--- src/rtl/fp32_pkg.sv ---
// rtl/fp32_pkg.sv - binary32 format constants, field widths and field struct
package fp32_pkg;

  localparam int SIGN_W   = 1;
  localparam int EXP_W    = 8;
  localparam int FRAC_W   = 23;
  localparam int WORD_W   = SIGN_W + EXP_W + FRAC_W;
  localparam int SIG_W    = FRAC_W + 1;
  localparam int PROD_W   = 2 * SIG_W;
  localparam int EXPI_W   = 10;

  localparam int                FP_BIAS = 127;
  localparam logic [EXP_W-1:0]  EXP_MAX = 8'd255;
  localparam logic [WORD_W-1:0] QNAN    = 32'h7FC00000;

  typedef struct packed {
    logic              sign;
    logic [EXP_W-1:0]  exp;
    logic [FRAC_W-1:0] frac;
  } fp32_t;

endpackage

--- src/rtl/floating_point_multiplier_if.sv ---
// rtl/floating_point_multiplier_if.sv - operand/load/result bundle for the FP multiplier
interface floating_point_multiplier_if;
  import fp32_pkg::*;

  logic [WORD_W-1:0] a;
  logic [WORD_W-1:0] b;
  logic              loadInReg;
  logic              loadOutReg;
  logic [WORD_W-1:0] c;

  modport master (output a, output b, output loadInReg, output loadOutReg, input c);
  modport slave  (input a, input b, input loadInReg, input loadOutReg, output c);

endinterface

--- src/rtl/significand_mult.sv ---
// rtl/significand_mult.sv - combinational 24x24 unsigned significand multiplier
module significand_mult
  import fp32_pkg::*;
(
  input  logic [SIG_W-1:0]  i_sig_a,
  input  logic [SIG_W-1:0]  i_sig_b,
  output logic [PROD_W-1:0] o_prod
);

  assign o_prod = PROD_W'(i_sig_a) * PROD_W'(i_sig_b);

endmodule

--- src/rtl/floating_point_multiplier.sv ---
// rtl/floating_point_multiplier.sv - registered binary32 multiplier with RNE rounding
module floating_point_multiplier
  import fp32_pkg::*;
(
  input  logic                        CLK,
  input  logic                        RESETn,
  floating_point_multiplier_if.slave  bus
);

  localparam logic signed [EXPI_W-1:0] BIAS_S   = EXPI_W'(FP_BIAS);
  localparam logic signed [EXPI_W-1:0] EXPMAX_S = EXPI_W'(EXP_MAX);

  logic [WORD_W-1:0] r_a;
  logic [WORD_W-1:0] r_b;
  logic [WORD_W-1:0] r_c;

  fp32_t             w_fa;
  fp32_t             w_fb;
  logic [PROD_W-1:0] w_prod;

  logic                     w_sign;
  logic                     w_a_nan, w_b_nan, w_a_inf, w_b_inf, w_a_zero, w_b_zero;
  logic signed [EXPI_W-1:0] w_exp_pre;
  logic signed [EXPI_W-1:0] w_exp_n;
  logic signed [EXPI_W-1:0] w_exp_f;
  logic [SIG_W-1:0]         w_mant;
  logic                     w_g, w_r, w_s;
  logic                     w_round_up;
  logic [SIG_W:0]           w_mant_rnd;
  logic [FRAC_W-1:0]        w_frac_f;
  logic [WORD_W-1:0]        w_result;

  assign w_fa = r_a;
  assign w_fb = r_b;

  significand_mult u_sig_mult (
    .i_sig_a (({1'b1, w_fa.frac})),
    .i_sig_b (({1'b1, w_fb.frac})),
    .o_prod  (w_prod)
  );

  // Operand capture stage
  always_ff @(posedge CLK) begin
    if (!RESETn) begin
      r_a <= '0;
      r_b <= '0;
    end else if (bus.loadInReg) begin
      r_a <= bus.a;
      r_b <= bus.b;
    end
  end

  // Exponent, normalization, round-to-nearest-even and special-case selection
  always_comb begin
    w_sign     = w_fa.sign ^ w_fb.sign;
    w_a_nan    = (w_fa.exp == EXP_MAX) && (w_fa.frac != '0);
    w_b_nan    = (w_fb.exp == EXP_MAX) && (w_fb.frac != '0);
    w_a_inf    = (w_fa.exp == EXP_MAX) && (w_fa.frac == '0);
    w_b_inf    = (w_fb.exp == EXP_MAX) && (w_fb.frac == '0);
    // exp==0 covers both true zero and denormals, which are flushed
    w_a_zero   = (w_fa.exp == '0);
    w_b_zero   = (w_fb.exp == '0);

    w_exp_pre  = $signed({2'b00, w_fa.exp}) + $signed({2'b00, w_fb.exp}) - BIAS_S;

    // Product of two [1,2) significands lies in [1,4); bit 47 means >= 2
    if (w_prod[PROD_W-1]) begin
      w_mant  = w_prod[47:24];
      w_g     = w_prod[23];
      w_r     = w_prod[22];
      w_s     = |w_prod[21:0];
      w_exp_n = w_exp_pre + 10'sd1;
    end else begin
      w_mant  = w_prod[46:23];
      w_g     = w_prod[22];
      w_r     = w_prod[21];
      w_s     = |w_prod[20:0];
      w_exp_n = w_exp_pre;
    end

    w_round_up = w_g & (w_r | w_s | w_mant[0]);
    w_mant_rnd = {1'b0, w_mant} + (SIG_W+1)'(w_round_up);

    // Rounding carry-out: mantissa became 2.0, renormalize
    if (w_mant_rnd[SIG_W]) begin
      w_frac_f = w_mant_rnd[FRAC_W:1];
      w_exp_f  = w_exp_n + 10'sd1;
    end else begin
      w_frac_f = w_mant_rnd[FRAC_W-1:0];
      w_exp_f  = w_exp_n;
    end

    if (w_a_nan || w_b_nan) begin
      w_result = QNAN;
    end else if ((w_a_inf && w_b_zero) || (w_b_inf && w_a_zero)) begin
      w_result = QNAN;
    end else if (w_a_inf || w_b_inf) begin
      w_result = {w_sign, EXP_MAX, {FRAC_W{1'b0}}};
    end else if (w_a_zero || w_b_zero) begin
      w_result = {w_sign, {(WORD_W-1){1'b0}}};
    end else if (w_exp_f >= EXPMAX_S) begin
      w_result = {w_sign, EXP_MAX, {FRAC_W{1'b0}}};
    end else if (w_exp_f <= 10'sd0) begin
      w_result = {w_sign, {(WORD_W-1){1'b0}}};
    end else begin
      w_result = {w_sign, w_exp_f[EXP_W-1:0], w_frac_f};
    end
  end

  // Result capture stage
  always_ff @(posedge CLK) begin
    if (!RESETn) begin
      r_c <= '0;
    end else if (bus.loadOutReg) begin
      r_c <= w_result;
    end
  end

  assign bus.c = r_c;

endmodule

--- src/flat_wrapper.sv ---
// flat-port wrapper written by rule: the top's interface ports become plain ports
module floating_point_multiplier_flat import fp32_pkg::*;
  (CLK, RESETn, bus_a, bus_b, bus_loadInReg, bus_loadOutReg, bus_c);
  floating_point_multiplier_if bus_i ();
  input  logic CLK;
  input  logic RESETn;
  input wire logic [$bits(bus_i.a)-1:0] bus_a;
  input wire logic [$bits(bus_i.b)-1:0] bus_b;
  input wire logic [$bits(bus_i.loadInReg)-1:0] bus_loadInReg;
  input wire logic [$bits(bus_i.loadOutReg)-1:0] bus_loadOutReg;
  output wire logic [$bits(bus_i.c)-1:0] bus_c;
  assign bus_i.a = bus_a;
  assign bus_i.b = bus_b;
  assign bus_i.loadInReg = bus_loadInReg;
  assign bus_i.loadOutReg = bus_loadOutReg;
  assign bus_c = bus_i.c;
  floating_point_multiplier u_core (.CLK(CLK), .RESETn(RESETn), .bus(bus_i));
endmodule
--- config.mk ---
export PLATFORM = sky130hd
export DESIGN_NAME = floating_point_multiplier_flat
export DESIGN_NICKNAME = d
export VERILOG_FILES = /design/src/rtl/fp32_pkg.sv /design/src/rtl/floating_point_multiplier_if.sv /design/src/rtl/significand_mult.sv /design/src/rtl/floating_point_multiplier.sv /design/src/flat_wrapper.sv
export SDC_FILE = /design/constraint.sdc
export NUM_CORES = 2
export LEC_CHECK = 0
export ABC_AREA = 1
export BUFFER_PORTS_ARGS = -buffer_cell sky130_fd_sc_hd__buf_2
export CAP_MARGIN = 5
export CORE_UTILIZATION = 60
export CTS_CLUSTER_SIZE = 10
export DETAILED_ROUTE_END_ITERATION = 8
export GPL_ROUTABILITY_DRIVEN = 0
export GPL_TIMING_DRIVEN = 0
export PLACE_DENSITY = 0.91
export SYNTH_ARGS = -nofsm -noshare
export SYNTH_HDL_FRONTEND = slang
export SYNTH_HIERARCHICAL = 1
export SYNTH_SLANG_ARGS = --single-unit
export TNS_END_PERCENT = 100
--- constraint.sdc ---
create_clock -name CLK -period 8.4 [get_ports CLK]
set_clock_uncertainty 0.2 [all_clocks]
set_input_delay 1.26 -clock CLK [delete_from_list [all_inputs] [get_ports CLK]]
set_output_delay 1.26 -clock CLK [all_outputs]
set_load 0.005 [all_outputs]
==> summary.md, run 1 <==
| Metric | Value |
|---|---|
| EDFF count, synth | 0 |
| Synth Cell Area | between 20000 and 30000 µm² |
| Main synth FF type | dfxtp_1 |
| Post-synth ARST share | 0% |
| Synth cell types | between 50 and 60 |
| TritonCTS buffer count | 9 |
| #FFs+latches synth | between 90 and 100 |
| Root buffer cell | clkbuf_16 |
| H-tree levels | 3 |
| Status | did not finish |
| IO buf count | ~100 |
| Pre-CTS WS | -1.77 ns |
| DP Wirelength | 69900 µm |
| Overall routing resource usage | between 60% and 70% |
| Tool error | [ERROR GRT-0232] Routing congestion too high. Check the congestion heatmap in the GUI. |
| Sequential share of the synthesized area | 7.20% |
| WEP type | register input |
| Largest net degree at the start of global routing | 19 |
| Clk buf depth | 2 |
| Synth area leaders | fa_1 (36%), inv_1 (16%), nand2_1 (15%), ha_1 (9.0%), dfxtp_1 (7.2%) |
| Last stage reached | global routing |
| Placed cells | 4477 |
| FP Rows | 76 |
| Chip width | 213 µm |
| IO Count | 100 |
| Post-Syn Instances | 3783 |
| CTS Sinks | 96 |
| Top cell type's share of synthesized area | about 36% |
| Mean Syn Cell Area | 7.06 µm² |
| Die height | about 210 µm |
| Critical endpoint after global-route timing repair | u_core/bus.c[28]$_SDFFE_PN0P_/D |
| Synth warnings | 6 |
| Starting density of the core | around three fifths |
| Grt total ovfl | 137 |
| Yosys top cell by area | fa_1 |
## stage by stage
| step | setup TNS (ns) | cell area (µm²) |
|---|---|---|
| after floorplan | 0 | 27000 |
| after global placement | -47.65 | 28200 |
| after detailed placement | -52.15 | 28200 |
| after CTS | -13.97 | 31100 |
## per-layer routing
metal / GRT usage (%) / GRT overflow
met5: 33.9 / 0
met4: 63.8 / 48
met2: 78.7 / 83
met1: 64.1 / 2
met3: 57.6 / 4
## synth_stat cells, types with 2 or more instances
master and n:
a21oi_2 16, buf_6 6, or2_1 2, o21a_1 2
clkbuf_1 123, nor2_2 12, a21o_1 2, dfxtp_1 96
fa_1 483, nand4_4 3, xor2_1 28, nand2_2 20
and2_0 2, o21ai_2 6, a21oi_1 112, or2_2 4
o21bai_1 7, a31oi_1 5, inv_2 13, nor3_2 2
nand2_1 1075, nor4_1 10, ha_1 193, a211oi_1 3
o21ai_1 7, xnor2_1 13, nor3_1 10, and2_1 4
o21ai_0 89, nand4_1 29, buf_2 3, nand3b_1 3
buf_4 2, nor2_4 7, nand3_1 80, inv_1 1126
nand3_2 21, nor2_1 148
## logic make-up after synthesis
logic type	after synthesis	share of synthesized area, %
compound gates	255	5.35
xor+xnor	41	1.35
fa+ha+maj	676	45.3
buf+inv	1275	18.2
flops	96	7.20
other cells	1	0.0140
simple gates	1439	22.6
## repair_timing
action	in CTS
setup endpoints to repair	31
cloned	3
setup buffers	123
resized for setup	383
hold buffers	0
pin swaps	84
==> inputs of run 2 (changes only) <==
--- a/config.mk
+++ b/config.mk
@@ -8,12 +8,11 @@
 export ABC_AREA = 1
 export BUFFER_PORTS_ARGS = -buffer_cell sky130_fd_sc_hd__buf_2
 export CAP_MARGIN = 5
-export CORE_UTILIZATION = 60
-export CTS_CLUSTER_SIZE = 10
+export CORE_UTILIZATION = 40
 export DETAILED_ROUTE_END_ITERATION = 8
 export GPL_ROUTABILITY_DRIVEN = 0
 export GPL_TIMING_DRIVEN = 0
-export PLACE_DENSITY = 0.91
+export PLACE_DENSITY_LB_ADDON = 0.15
 export SYNTH_ARGS = -nofsm -noshare
 export SYNTH_HDL_FRONTEND = slang
 export SYNTH_HIERARCHICAL = 1
==> constraint.sdc (replaced) <==
create_clock -name CLK -period 10.9 [get_ports CLK]
set_clock_uncertainty 0.2 [all_clocks]
set_input_delay 1.635 -clock CLK [delete_from_list [all_inputs] [get_ports CLK]]
set_output_delay 1.635 -clock CLK [all_outputs]
set_load 0.005 [all_outputs]
==> run 2 against run 1 <==
Effect of this change: the flow now finishes without violations; area after synthesis did not move; synthesized cell count did not move.
==> summary.md, run 2 <==
| Metric | Value |
|---|---|
| Status | finished, final reports clean |
| # nets final | 4647 |
| Final Hold Fails | 0 |
| Total power | 4.75 mW |
| Synth cell types | 54 (unchanged) |
| Initial DRC Count | 1585 |
| Worst path max stage delay | 0.62 ns |
| Clock-pin slew on the worst setup and hold paths | 0.08 ns |
| Fmax | 96.0 MHz |
| Post-Layout Cell Count | approximately 4.8k |
| Top cells by count, synth | inv_1 (1126), nand2_1 (1075), fa_1 (483) |
| Antenna violations before repair | 2 |
| Main synth FF type | dfxtp_1 |
| Placed cells | 4756 (+6.2%) |
| Die Area | 67800 µm² |
| Buf/Inv on CP | 10 |
| Sequential share of the synthesized area | 7.20% (unchanged) |
| Max Fanout on Critical Path | 10 |
| H-tree levels | 3 (unchanged) |
| WL/cell | about 19 µm |
| Met1 global-route usage | 36.0% |
| TritonCTS buffer count | 9 (unchanged) |
| Register area | 1930 µm² |
| Cells on Worst Hold Path | 2 |
| First-pass GRT wire length | 137000 µm |
| Synth Cell Area | 26700 µm² (unchanged) |
| Die height | 260 µm (+22%) |
| Starting density of the core | 40.5% (-21 points) |
| Slew HR | between 30 and 40% |
| Largest net degree at the start of global routing | 19 |
| Critical path's top delay family | adder cells |
| Post-route setup TNS | 0 ns |
| Core area | 65900 µm² |
| Most common cell after layout, fill and taps aside | inv_1 |
| Synth warnings | 6 (unchanged) |
| Layout cells sized above 1 | roughly 8% |
| Tmin final | 10.41 ns |
| Most frequent cells in the layout | inv_1 (1126), nand2_1 (1075), fa_1 (483) |
| Worst-Skew Late Latency | 0.39 ns |
| Hold wc startpoint | u_core/bus.c[9]$_SDFFE_PN0P_ |
| Max-slew violations | 0 |
| Worst vdd ir | 0.223 mV |
| CTS tree | done |
| Critical path arrival | 10.53 ns |
| Worst r2r src | u_core/r_a[15]$_SDFFE_PN0P_ |
| Cell with the most instances after synthesis | inv_1 |
| EDFF count, synth | 0 (unchanged) |
| Area of the multi-input gates | 20000 µm² |
| Slowest-stage cell, CP | dfxtp_1 |
| Final setup viols | 0 |
| Worst hold endpoint | u_core/bus.c[9]$_SDFFE_PN0P_ |
| Crit. End Element | register |
| TritonRoute pass-1 iters | 6 |
| CTS Sinks | 96 (unchanged) |
| IO Count | 100 (unchanged) |
| Number of global-route vias before repair | 22.7k |
| R2r setup slk | 0.49 ns |
| Root buffer cell | clkbuf_16 |
| Top cell type's share of synthesized area | 36.2% (unchanged) |
| Post-Syn Instances | 3783 (unchanged) |
| #FFs+latches synth | 96 (unchanged) |
| Final Cycle Share | 95.5% |
| Chip width | 260 µm (+22%) |
| Drt via density | 4.78 |
| Worst flop-to-flop path endpoint | u_core/bus.c[7]$_SDFFE_PN0P_ |
| Worst Hold Class | reg -> reg |
| GRT Max-Usage Layer | met2 |
| Global Route met3 Usage | under 10% |
| Detail Route Antenna Nets | 0 |
| Critical Path RT | between 10 and 15 ns |
| Util after Layout | 43.6% |
| Clk buf depth | 2 (unchanged) |
| Met2 GRT Util | 44.6% |
| Most Frequent Cell on Critical Path | nand2_1 |
| Drt drc | 0 |
| Post-synth ARST share | 0% (unchanged) |
| Mean Syn Cell Area | 7.06 µm² (unchanged) |
| IO buf count | 98 (unchanged) |
| FP Rows | 94 (+24%) |
| Grt total ovfl | 0 |
| Synth area leaders | fa_1 (36%), inv_1 (16%), nand2_1 (15%), ha_1 (9.0%), dfxtp_1 (7.2%) |
| Setup CP Type | reg -> reg |
| Area grow syn2layout | 7.62% |
| Lkg Pwr | 17.2 nW |
| Max-Cap Viols | 0 |
| Power per cell area | 165 nW/µm² |
| Fill cell count | 7153 |
| Worst-Margin Slew | around 0.98 ns |
| Routed vias | between 20k and 25k |
| RSZ-0062 raised after global routing | no |
| Postcts setup bufs | 0 (-100%) |
| Startpoint class of the critical path | register |
| DRT Wirelength | 89900 µm |
| Hold_ws | 0.269 ns |
| Yosys top cell by area | fa_1 |
| DP Wirelength | 76800 µm (+9.9%) |
| Overall routing resource usage | 27.4% |
| R2R cell count | 46 |
==> run 2: cell counts after synthesis <==
No cell type changed its count.
==> run 2: repair_timing <==
item | CTS | global route
resized for setup | 0 | 169
hold buffers | 0 | 0
endpoints found under the setup margin | 0 | 31
==> run 2: cell type report <==
type | instances | share of cell area (%)
Inverter | 1140 | 14.9
Buffer | 135 | 2.32
Tap cell | 864 | 3.76
Antenna cell | 1 | 0.00871
Multi-Input combinational cell | 2423 | 69.5
Timing Repair Buffer | 98 | 1.71
Clock buffer | 9 | 0.784
Clock inverter | 7 | 0.314
Sequential cell | 96 | 6.73
==> run 2: routing by layer <==
layer	wire length [µm]	up-vias	share of wire (%)
met4	2840	2	3.2
met1	38600	10900	43
met5	12	-	0.013
met2	41300	704	46
li1	-	11000	-
met3	7150	119	8.0
==> run 2: cells by family (layout without fill, tap and decap cells) <==
family / Yosys count / count (layout) / synth area share, %
and+or+nand+nor: 1439 / 1439 / 22.6
buffers and inverters: 1275 / 1389 / 18.2
adders and majority gates: 676 / 676 / 45.3
AOI/OAI and AO/OA: 255 / 255 / 5.35
DFF: 96 / 96 / 7.20
xor gates and xnor gates: 41 / 41 / 1.35
other: 1 / 13 / 0.0140
==> run 2: stage by stage <==
stage          setup WS (ns)  cell area [µm²]
2_1_floorplan           2.20            26700
3_3_place_gp          0.0812            28300
3_5_place_dp           0.157            28300
4_1_cts               0.0780            28600
5_1_grt              0.00108            28700
6_report               0.488            28700
==> run 2: tightest hold or removal path: stages, from the launching register on <==
cell and delay [ns]:
dfxtp_1 0.31, nand2_1 0.06, a21oi_1 0.05
==> run 2: worst max path at each step <==
stage	cells past startpoint	slack, ns	startpoint	end
after floorplan	50	2.20	u_core/r_a[13]$_SDFFE_PN0P_	u_core/bus.c[14]$_SDFFE_PN0P_
after global placement	46	0.08	u_core/r_a[10]$_SDFFE_PN0P_	u_core/bus.c[22]$_SDFFE_PN0P_
after detailed placement	46	0.16	u_core/r_a[10]$_SDFFE_PN0P_	u_core/bus.c[22]$_SDFFE_PN0P_
after CTS	46	0.08	u_core/r_a[10]$_SDFFE_PN0P_	u_core/bus.c[16]$_SDFFE_PN0P_
after global routing	46	0.001	u_core/r_b[1]$_SDFFE_PN0P_	u_core/bus.c[7]$_SDFFE_PN0P_
final	46	0.49	u_core/r_a[15]$_SDFFE_PN0P_	u_core/bus.c[7]$_SDFFE_PN0P_
==> run 2: where the power goes <==
part / internal, mW / total, mW / switching, mW / leakage (nW)
Sequential: 0.391 / 0.454 / 0.0630 / 0.795
Clock: 0.183 / 0.352 / 0.169 / 0.147
Combinational: 1.33 / 3.95 / 2.62 / 16.2
Total: 1.90 / 4.75 / 2.85 / 17.2
No activity file was read; power rests on OpenSTA's default activity.
